[src/rtl/prll_bs_pkg.sv]
// prll_bs_pkg: shared types and helpers for the parallel-bus round-robin sequencer.
package prll_bs_pkg;

    typedef enum logic [1:0] {IDLE, POP, DELIVER} state_e;

    localparam int ID_W = 8;
    localparam logic [ID_W-1:0] BCAST_ID = {ID_W{1'b1}};

    // Destination ID sits in the top ID_W bits of a bits-wide word (zero-extended to 64).
    function automatic logic [ID_W-1:0] id_of(input logic [63:0] word, input int bits);
        return ID_W'(word >> (bits - ID_W));
    endfunction

endpackage

[src/rtl/prll_bs_rr_pick.sv]
// prll_bs_rr_pick: combinational round-robin search, first pending index after last_i.
module prll_bs_rr_pick #(
    parameter int N = 5
) (
    input  logic [N-1:0] pndng_i,
    input  logic [2:0]   last_i,
    output logic [2:0]   winner_o,
    output logic         valid_o
);

    logic [3:0] idx;

    // Scan from farthest to nearest so the closest pending driver after last_i wins.
    always_comb begin
        winner_o = '0;
        idx      = '0;
        for (int k = N; k >= 1; k--) begin
            idx = {1'b0, last_i} + 4'(k);
            idx = (idx >= 4'(N)) ? idx - 4'(N) : idx;
            if (pndng_i[idx[2:0]]) winner_o = idx[2:0];
        end
        valid_o = |pndng_i;
    end

endmodule

[src/rtl/prll_bs_rr_sqncr.sv]
// prll_bs_rr_sqncr: round-robin bus sequencer, pops one driver word and pushes it to its destination(s).
// Optional stall timeout in DELIVER enabled by defining PRLL_BS_STALL_TIMEOUT_EN.
module prll_bs_rr_sqncr
    import prll_bs_pkg::*;
#(
    parameter int              bits      = 32,
    parameter int              drvrs     = 5,
    parameter logic [ID_W-1:0] broadcast = BCAST_ID,
    parameter int              TIMEOUT   = 16
) (
    input  logic                   clk,
    input  logic                   reset,
    input  logic [drvrs-1:0]       pndng,
    input  logic [drvrs*bits-1:0]  D_pop,
    input  logic [drvrs-1:0]       full,
    output logic [drvrs-1:0]       pop,
    output logic [drvrs-1:0]       push,
    output logic [drvrs*bits-1:0]  D_push,
    output logic [2:0]             gnt_id,
    output logic                   busy,
    output logic                   drop
);

    if (drvrs < 2 || drvrs > 8 || TIMEOUT < 1) begin : g_bad_cfg
        $error("prll_bs_rr_sqncr: unsupported drvrs or TIMEOUT");
    end

    state_e           state_q, state_d;
    logic [2:0]       gnt_id_q, gnt_id_d;
    logic [2:0]       last_q, last_d;
    logic [bits-1:0]  hold_q, hold_d;
    logic [drvrs-1:0] mask_q, mask_d;
    logic             drop_q, drop_d;
    logic [2:0]       winner;
    logic             win_v;
    logic [ID_W-1:0]  id;
    logic [drvrs-1:0] self_m;
    logic             blocked;
    logic             expire;

    prll_bs_rr_pick #(.N(drvrs)) u_pick (
        .pndng_i  (pndng),
        .last_i   (last_q),
        .winner_o (winner),
        .valid_o  (win_v)
    );

    assign id      = id_of(64'(hold_q), bits);
    assign self_m  = drvrs'(1) << gnt_id_q;
    // Broadcast is atomic: any full target blocks the whole push.
    assign blocked = |(mask_q & full);

`ifdef PRLL_BS_STALL_TIMEOUT_EN
    localparam int CW = $clog2(TIMEOUT + 1);
    logic [CW-1:0] cnt_q;
    assign expire = cnt_q == CW'(TIMEOUT - 1);
    always_ff @(posedge clk or posedge reset)
        if (reset) cnt_q <= '0;
        else       cnt_q <= (state_q == DELIVER && blocked) ? cnt_q + 1'b1 : '0;
`else
    assign expire = 1'b0;
`endif

    always_comb begin
        state_d  = state_q;
        gnt_id_d = gnt_id_q;
        last_d   = last_q;
        hold_d   = hold_q;
        mask_d   = mask_q;
        drop_d   = 1'b0;
        pop      = '0;
        push     = '0;
        case (state_q)
            IDLE: if (win_v) begin
                gnt_id_d = winner;
                hold_d   = bits'(D_pop >> (int'(winner) * bits));
                state_d  = POP;
            end
            POP: begin
                pop    = self_m;
                last_d = gnt_id_q;
                if (id == broadcast) begin
                    mask_d  = ~self_m;
                    state_d = DELIVER;
                end else if (int'(id) < drvrs && int'(id) != int'(gnt_id_q)) begin
                    mask_d  = drvrs'(1) << id;
                    state_d = DELIVER;
                end else begin
                    drop_d  = 1'b1;
                    state_d = IDLE;
                end
            end
            DELIVER: if (!blocked) begin
                push    = mask_q;
                state_d = IDLE;
            end else if (expire) begin
                drop_d  = 1'b1;
                state_d = IDLE;
            end
            default: state_d = IDLE;
        endcase
    end

    always_ff @(posedge clk or posedge reset) begin
        if (reset) begin
            state_q  <= IDLE;
            gnt_id_q <= '0;
            last_q   <= 3'(drvrs - 1);
            hold_q   <= '0;
            mask_q   <= '0;
            drop_q   <= 1'b0;
        end else begin
            state_q  <= state_d;
            gnt_id_q <= gnt_id_d;
            last_q   <= last_d;
            hold_q   <= hold_d;
            mask_q   <= mask_d;
            drop_q   <= drop_d;
        end
    end

    assign D_push = {drvrs{hold_q}};
    assign gnt_id = gnt_id_q;
    assign busy   = state_q != IDLE;
    assign drop   = drop_q;

endmodule

[config.mk]
export PLATFORM = sky130hd
export DESIGN_NAME = prll_bs_rr_sqncr
export DESIGN_NICKNAME = d
export VERILOG_FILES = /design/src/rtl/prll_bs_pkg.sv /design/src/rtl/prll_bs_rr_pick.sv /design/src/rtl/prll_bs_rr_sqncr.sv
export SDC_FILE = /design/constraint.sdc
export NUM_CORES = 1
export LEC_CHECK = 0
export ABC_AREA = 1
export ABC_CLOCK_PERIOD_IN_PS = 3300
export BUFFER_PORTS_ARGS = -buffer_cell sky130_fd_sc_hd__buf_2
export CORE_UTILIZATION = 25
export CTS_BUF_LIST = sky130_fd_sc_hd__clkbuf_16
export DETAILED_ROUTE_END_ITERATION = 8
export PLACE_DENSITY = 0.59
export SLEW_MARGIN = 10
export SYNTH_ARGS = -nofsm -noshare
export SYNTH_HDL_FRONTEND = slang
export SYNTH_SLANG_ARGS = --single-unit
[constraint.sdc]
create_clock -name clk -period 3.3 [get_ports clk]
set_clock_uncertainty 0.2 [all_clocks]
set_input_delay 0.165 -clock clk [delete_from_list [all_inputs] [get_ports clk]]
set_output_delay 0.165 -clock clk [all_outputs]
set_load 0.005 [all_outputs]
* Word-level counts from Yosys, hierarchy flattened *
Index checks and enable logic that the tools add are counted.

cells by class
  $lt $le $gt $ge = 11
  muxes and demuxes = 33
  add/sub/neg operators = 10
  reductions and logical operators = 9
  equality and inequality tests = 6
  bitwise logic cells = 2
  shift-type cells = 3

operator list
  kind                                                                    count
  160-bit by 8-bit right shift with 32-bit output                         1
  3-bit two-way mux                                                       10
  5-bit two-way mux                                                       5
  4-bit by 3-bit >= comparator with 1-bit output (second input constant)  5
  3-bit by 4-bit < comparator with 1-bit output (second input constant)   5
  1-bit binary-select mux with 3-bit select                               5
  3-bit subtractor (second input constant)                                5
  5-bit OR reduction                                                      2
  3-bit by 2-bit adder with 4-bit output (second input constant)          2
  3-bit by 3-bit adder with 4-bit output (second input constant)          2
  8-bit equality test (second input constant)                             1
  8-bit by 3-bit < comparator with 1-bit output (second input constant)   1
  1-bit two-way mux                                                       8
  2-bit two-way mux                                                       4
  8-bit by 4-bit inequality test with 1-bit output                        1
  1-bit by 8-bit << shifter with 5-bit output (first input constant)      1
  2-bit one-hot mux with 3 select lines                                   1
  2-bit AND reduction                                                     3
  5-bit AND                                                               1
  5-bit inverter                                                          1
  1-bit by 3-bit << shifter with 5-bit output (first input constant)      1
  3-bit by 1-bit adder with 4-bit output (second input constant)          1
  2-bit nonzero test                                                      2
  2-bit by 1-bit equality test with 1-bit output (second input constant)  1
  other kinds (5)                                                         5

word-level totals
  logic and storage cells = 80
  bits in registers = 46
  output and inout port bits = 175
  bits of input ports = 172

* Logic depth before layout (Yosys ltp) *
  word-level depth = 11
  gate-level depth with buffers = 25
  mapped depth without buffers = 22

* Cells and area by module *
Synthesis repeated with hierarchy kept, for this count alone.

unflattened totals
  cell total of the unflattened synthesis = 804
  area total of the unflattened synthesis = 5424.0 um^2

by module, submodules not included
  module            sequential area each (um^2)  cells an instance  area an instance (um^2)  times used
  prll_bs_rr_sqncr  1152.4                       618                4388.0                   1
  prll_bs_rr_pick   0.0                          186                1036.0                   1

* Least setup slack after synthesis *
OpenSTA, ideal clock, no wires.

  path type = reg2reg
  from = register last_q[0]
  to = register hold_q[7]
  slack = 118 ps
  buffers on the path = 3
  cell stages (with the launch flop) = 25
  setup time = 125 ps
  data arrival time = 2857 ps
  period minus slack after synthesis = 3182 ps
  required time = 2975 ps
  cells stage by stage = dfrtp_1 > buf_6 > inv_2 > ha_1 > inv_2 > fa_1 > o21bai_4 > xor2_1 > nand2_1 > nand3_1 > nand2_1 > nand2_1 > nand2_1 > nand2_1 > nand2_1 > inv_2 > nand2_4 > nand2_2 > inv_2 > buf_4 > buf_4 > nand2_1 > nand3_1 > nand3_1 > nand3_1

on the way
  cells in the longest elaborated chain, start to end = 11
  elaborated cells between the ends (all ways) = 36
  classes of those cells = 10 x add/sub; 5 x order compare; 1 x shift; 20 x mux

RTL lines
  what                                                                                line                     source
  start, declared                                                                     prll_bs_rr_sqncr.sv:30   logic [2:0] last_q, last_d;
  start signal, assigned                                                              prll_bs_rr_sqncr.sv:108  last_q <= 3'(drvrs - 1);
  start signal, assigned                                                              prll_bs_rr_sqncr.sv:115  last_q <= last_d;
  3-bit by 3-bit adder with 4-bit output                                              prll_bs_rr_pick.sv:18    idx = {1'b0, last_i} + 4'(k);
  4-bit by 3-bit >= comparator with 1-bit output or 3-bit subtractor (tied branches)  prll_bs_rr_pick.sv:19    idx = (idx >= 4'(N)) ? idx - 4'(N) : idx;
  3-bit two-way mux                                                                   prll_bs_rr_pick.sv:19
  1-bit binary-select mux with 3-bit select                                           prll_bs_rr_pick.sv:20    if (pndng_i[idx[2:0]]) winner_o = idx[2:0];
  1-bit two-way mux (implied by the code)                                             prll_bs_rr_pick.sv:20
  3-bit two-way mux (4 in a row)                                                      prll_bs_rr_pick.sv:20
  3-bit two-way mux (*)                                                               prll_bs_rr_pick.sv:20
  160-bit by 8-bit right shift with 32-bit output (*)                                 prll_bs_rr_sqncr.sv:76   hold_d = bits'(D_pop >> (int'(winner) * bits));
  end signal, assigned                                                                prll_bs_rr_sqncr.sv:116  hold_q <= hold_d;
  end, declared                                                                       prll_bs_rr_sqncr.sv:31   logic [bits-1:0] hold_q, hold_d;

Every way passes the cells marked *; elsewhere a longest branch is shown, timed or not. The select of a mux whose other input is x is not followed.
A chain may end at the register's enable or synchronous reset.

* Worst setup path after layout *
Same ends and word-level chain as after synthesis.

==> run_results.csv <==
group,metric,value,unit
global_routing,grt-ovfl-total,0,
route,viasPerCell,4.569,
global_routing,grt_start_max_net_pins,47,
synthesis,yosysUniqueCellTypes,38,
final_layout,multiInputGateArea,0.002788,mm2
sta,hold_violations,0,
clock_tree,cts_tree,"yes",
floorplanning,die_h,150.2,um
global_routing,grt_pass1_vias,5553,
synthesis,synthTopCellsByCount,"255 x nand2_1, 175 x nand3_1, 132 x buf_4, 101 x inv_1, 45 x dfrtp_1",
critical_path,crit_required,3270,ps
synthesis,post-synth-top-area-fraction,20.52,%
critical_path,cp.arrival,3090,ps
final_layout,area_growth,34.22,%
sta,finalSetupViolCount,0,
sta,worst_pin_slew,1080,ps
clock_tree,cts_root_buffer,"clkbuf_16",
sta,slew_viol_final,0,
sta,post-route-min-period,3117,ps
sta,setup_tns,0,ps
synthesis,synth_area_leaders,"dfrtp_1 21%, buf_4 18%, nand2_1 17%, nand3_1 16%, inv_1 6.9%",
clock_tree,cts_buffer_depth,2,
sta,rsz0062_at_grt,"true",
synthesis,synth-seq-cells,46,
floorplanning,core_area,0.02129,mm2
final_layout,antennaDiodeCount,0,
placed_design,io_buffers,346,
clock_tree,clk_latency,290,ps
synthesis,async_reset_ff_share,100.0,%
floorplanning,dieWidth,150.2,um
final_layout,n_fill_cell,2353,
synthesis,seq_area_frac_synth,21.00,%
min_path,hold_path_startpoint,"D_pop[18]",
clock_tree,h-tree-depth,2,
critical_path,startpoint,"last_q[0]$_DFFE_PP0P_",
floorplanning,io_pins,347,
clock_tree,cts_sinks,46,
route,drtPass1Iterations,5,
final_layout,nNetsFinal,1336,
synthesis,post-synth-top-count-cell,"nand2_1",
route,ant_nets,0,
global_routing,antenna_found_initial,0,
synthesis,ys.flop_type,"dfrtp_1",
synthesis,synth_cells,901,
route,route.vias.total,6515,
min_path,hold_path_class,"in2reg",
status,status,"completed",
placed_design,place.detailed.hpwl,15.46,mm
final_layout,seqCellArea,0.001152,mm2
synthesis,synth_area,0.005488,mm2
global_routing,grt_pass1_wl,29.79,mm
clock_tree,clk_pin_slew,70,ps
critical_path,endpoint_kind,"register",
critical_path,cp-start-kind,"register",
floorplanning,die_area,0.02255,mm2
synthesis,synth_nets,1085,
sta,slew_headroom,27.89,%
critical_path,r2r-start,"last_q[0]$_DFFE_PP0P_",
sta,max_freq,320.8,MHz
route,wl_per_cell,14.89,um
critical_path,worstPathMaxFanout,16,
final_layout,final_cells,1426,
placed_design,dp.cells,1376,
synthesis,yosysWarningCount,0,
clock_tree,cts_buffers,5,
floorplanning,rows,53,
route,wirelength,21.24,mm
route,drcViolationCount,0,
final_layout,drive_above_1_share,37.01,%
flow_run,maxCapViolCount,0,
synthesis,synth_top_cell_by_area,"dfrtp_1",
synthesis,synth_enable_flop_cells,0,
global_routing,track_usage,17.11,%
floorplanning,initial_utilization,25.78,%
synthesis,avgSynthCellArea,6.091,um2
critical_path,path_class,"reg2reg",
placed_design,gp_congestion,0.8853,
sta,fin_crit_sh,94.45,%
route,drtIter0Drc,355,
-- cell type report --
type	count	area share (%)
well taps	275	4.671
multi-input cells	571	37.85
inverters	117	6.064
clock inverters	1	0.05096
repair buffers	411	34.02
flip-flops and latches	46	15.64
clock buffers	5	1.699
-- cell usage in the layout (no fill, tap or decap), types with 2 or more instances in the layout --
master         count
a21oi_1           17
nand3_2            6
o22ai_1            2
dfrtp_1           45
nand2_2            8
xor2_2             3
nand3b_1           2
nand4_1           13
buf_2            346
inv_2             15
o21ai_0           20
a31oi_1            2
ha_1              11
inv_1             99
nand2_1          253
dlygate4sd3_1     35
nor4_1             4
nand2_4            2
nor3_1            11
o21ai_2            2
clkbuf_16         10
clkinv_1           2
buf_4             15
buf_12             8
nor2_1            27
nand3_1          175
nor2_2             2
-- layer usage --
layer | routed length (um) | GRT usage, % | part of all wire, %
met1 | 9061 | 22.50 | 43
met2 | 10150 | 29.00 | 48
met3 | 1741 | 2.667 | 8.2
met4 | 283 | 4.343 | 1.3
met5 | 0 | 0 | 0
-- final timing paths --
check                                          to  slack [ps]  cells past startpoint
setup / recovery            hold_q[7]$_DFFE_PP0P_         180                     22
hold / removal             hold_q[18]$_DFFE_PP0P_           3                      5
setup reg to reg            hold_q[7]$_DFFE_PP0P_         180                     22
hold reg to reg             mask_q[3]$_DFFE_PP0P_         370                      2
max in group asynchronous  hold_q[17]$_DFFE_PP0P_        1740                      3
min in group asynchronous   mask_q[4]$_DFFE_PP0P_         500                      3
-- critical path, stage by stage, from the launching register on --
cell and delay [ps]:
dfrtp_1 370, inv_2 60, buf_4 180, ha_1 340, inv_2 120, nand2_1 70, nand2_1 120, inv_2 60
nand2_1 80, nand3_1 90, nand4_1 120, nand3b_1 120, nand2_1 80, nand2_1 70, nand3_1 70, nand2_2 80
nand2_4 110, inv_6 110, buf_12 110, clkbuf_16 170, nand3_1 80, nand3_1 90, nand3_1 70
-- kinds of logic after synthesis --
group / Yosys count / synth area share, %
AO/OA/AOI/OAI: 51 / 5.381
buffers and inverters: 284 / 29.27
XOR/XNOR: 3 / 0.4789
AND/OR/NAND/NOR: 505 / 40.99
flip-flops: 46 / 21.00
adder cells (fa/ha/maj): 12 / 2.873
-- state kept, by name (all words and copies together) (netlist names) --
register  count
hold_q       32
mask_q        5
gnt_id        3
last_q        3
state_q       2
drop          1
-- per-stage QoR --
step	worst slack [ps]	hold slack [ps]	utilization (%)	area, um2
floorplan	117.7	126.0	-	5488
global placement	177.6	210.2	31.15	6631
detailed placement	155.0	216.6	31.15	6631
CTS	110.0	0.7771	33.40	7111
global route	-18.14	15.87	34.60	7366
finish	183.1	3.493	34.60	7366
-- timing repair --
| item | CTS | global route |
|---|---|---|
| hold buffers | 35 | 0 |
| resized for setup | 0 | 18 |
| hold endpoints to repair | 73 | 0 |
| buffers inserted | 0 | 4 |
| setup endpoints to repair | 0 | 31 |
Power is not shown: default switching activity piles up to over one toggle a cycle in this logic, so the estimate is an artifact.
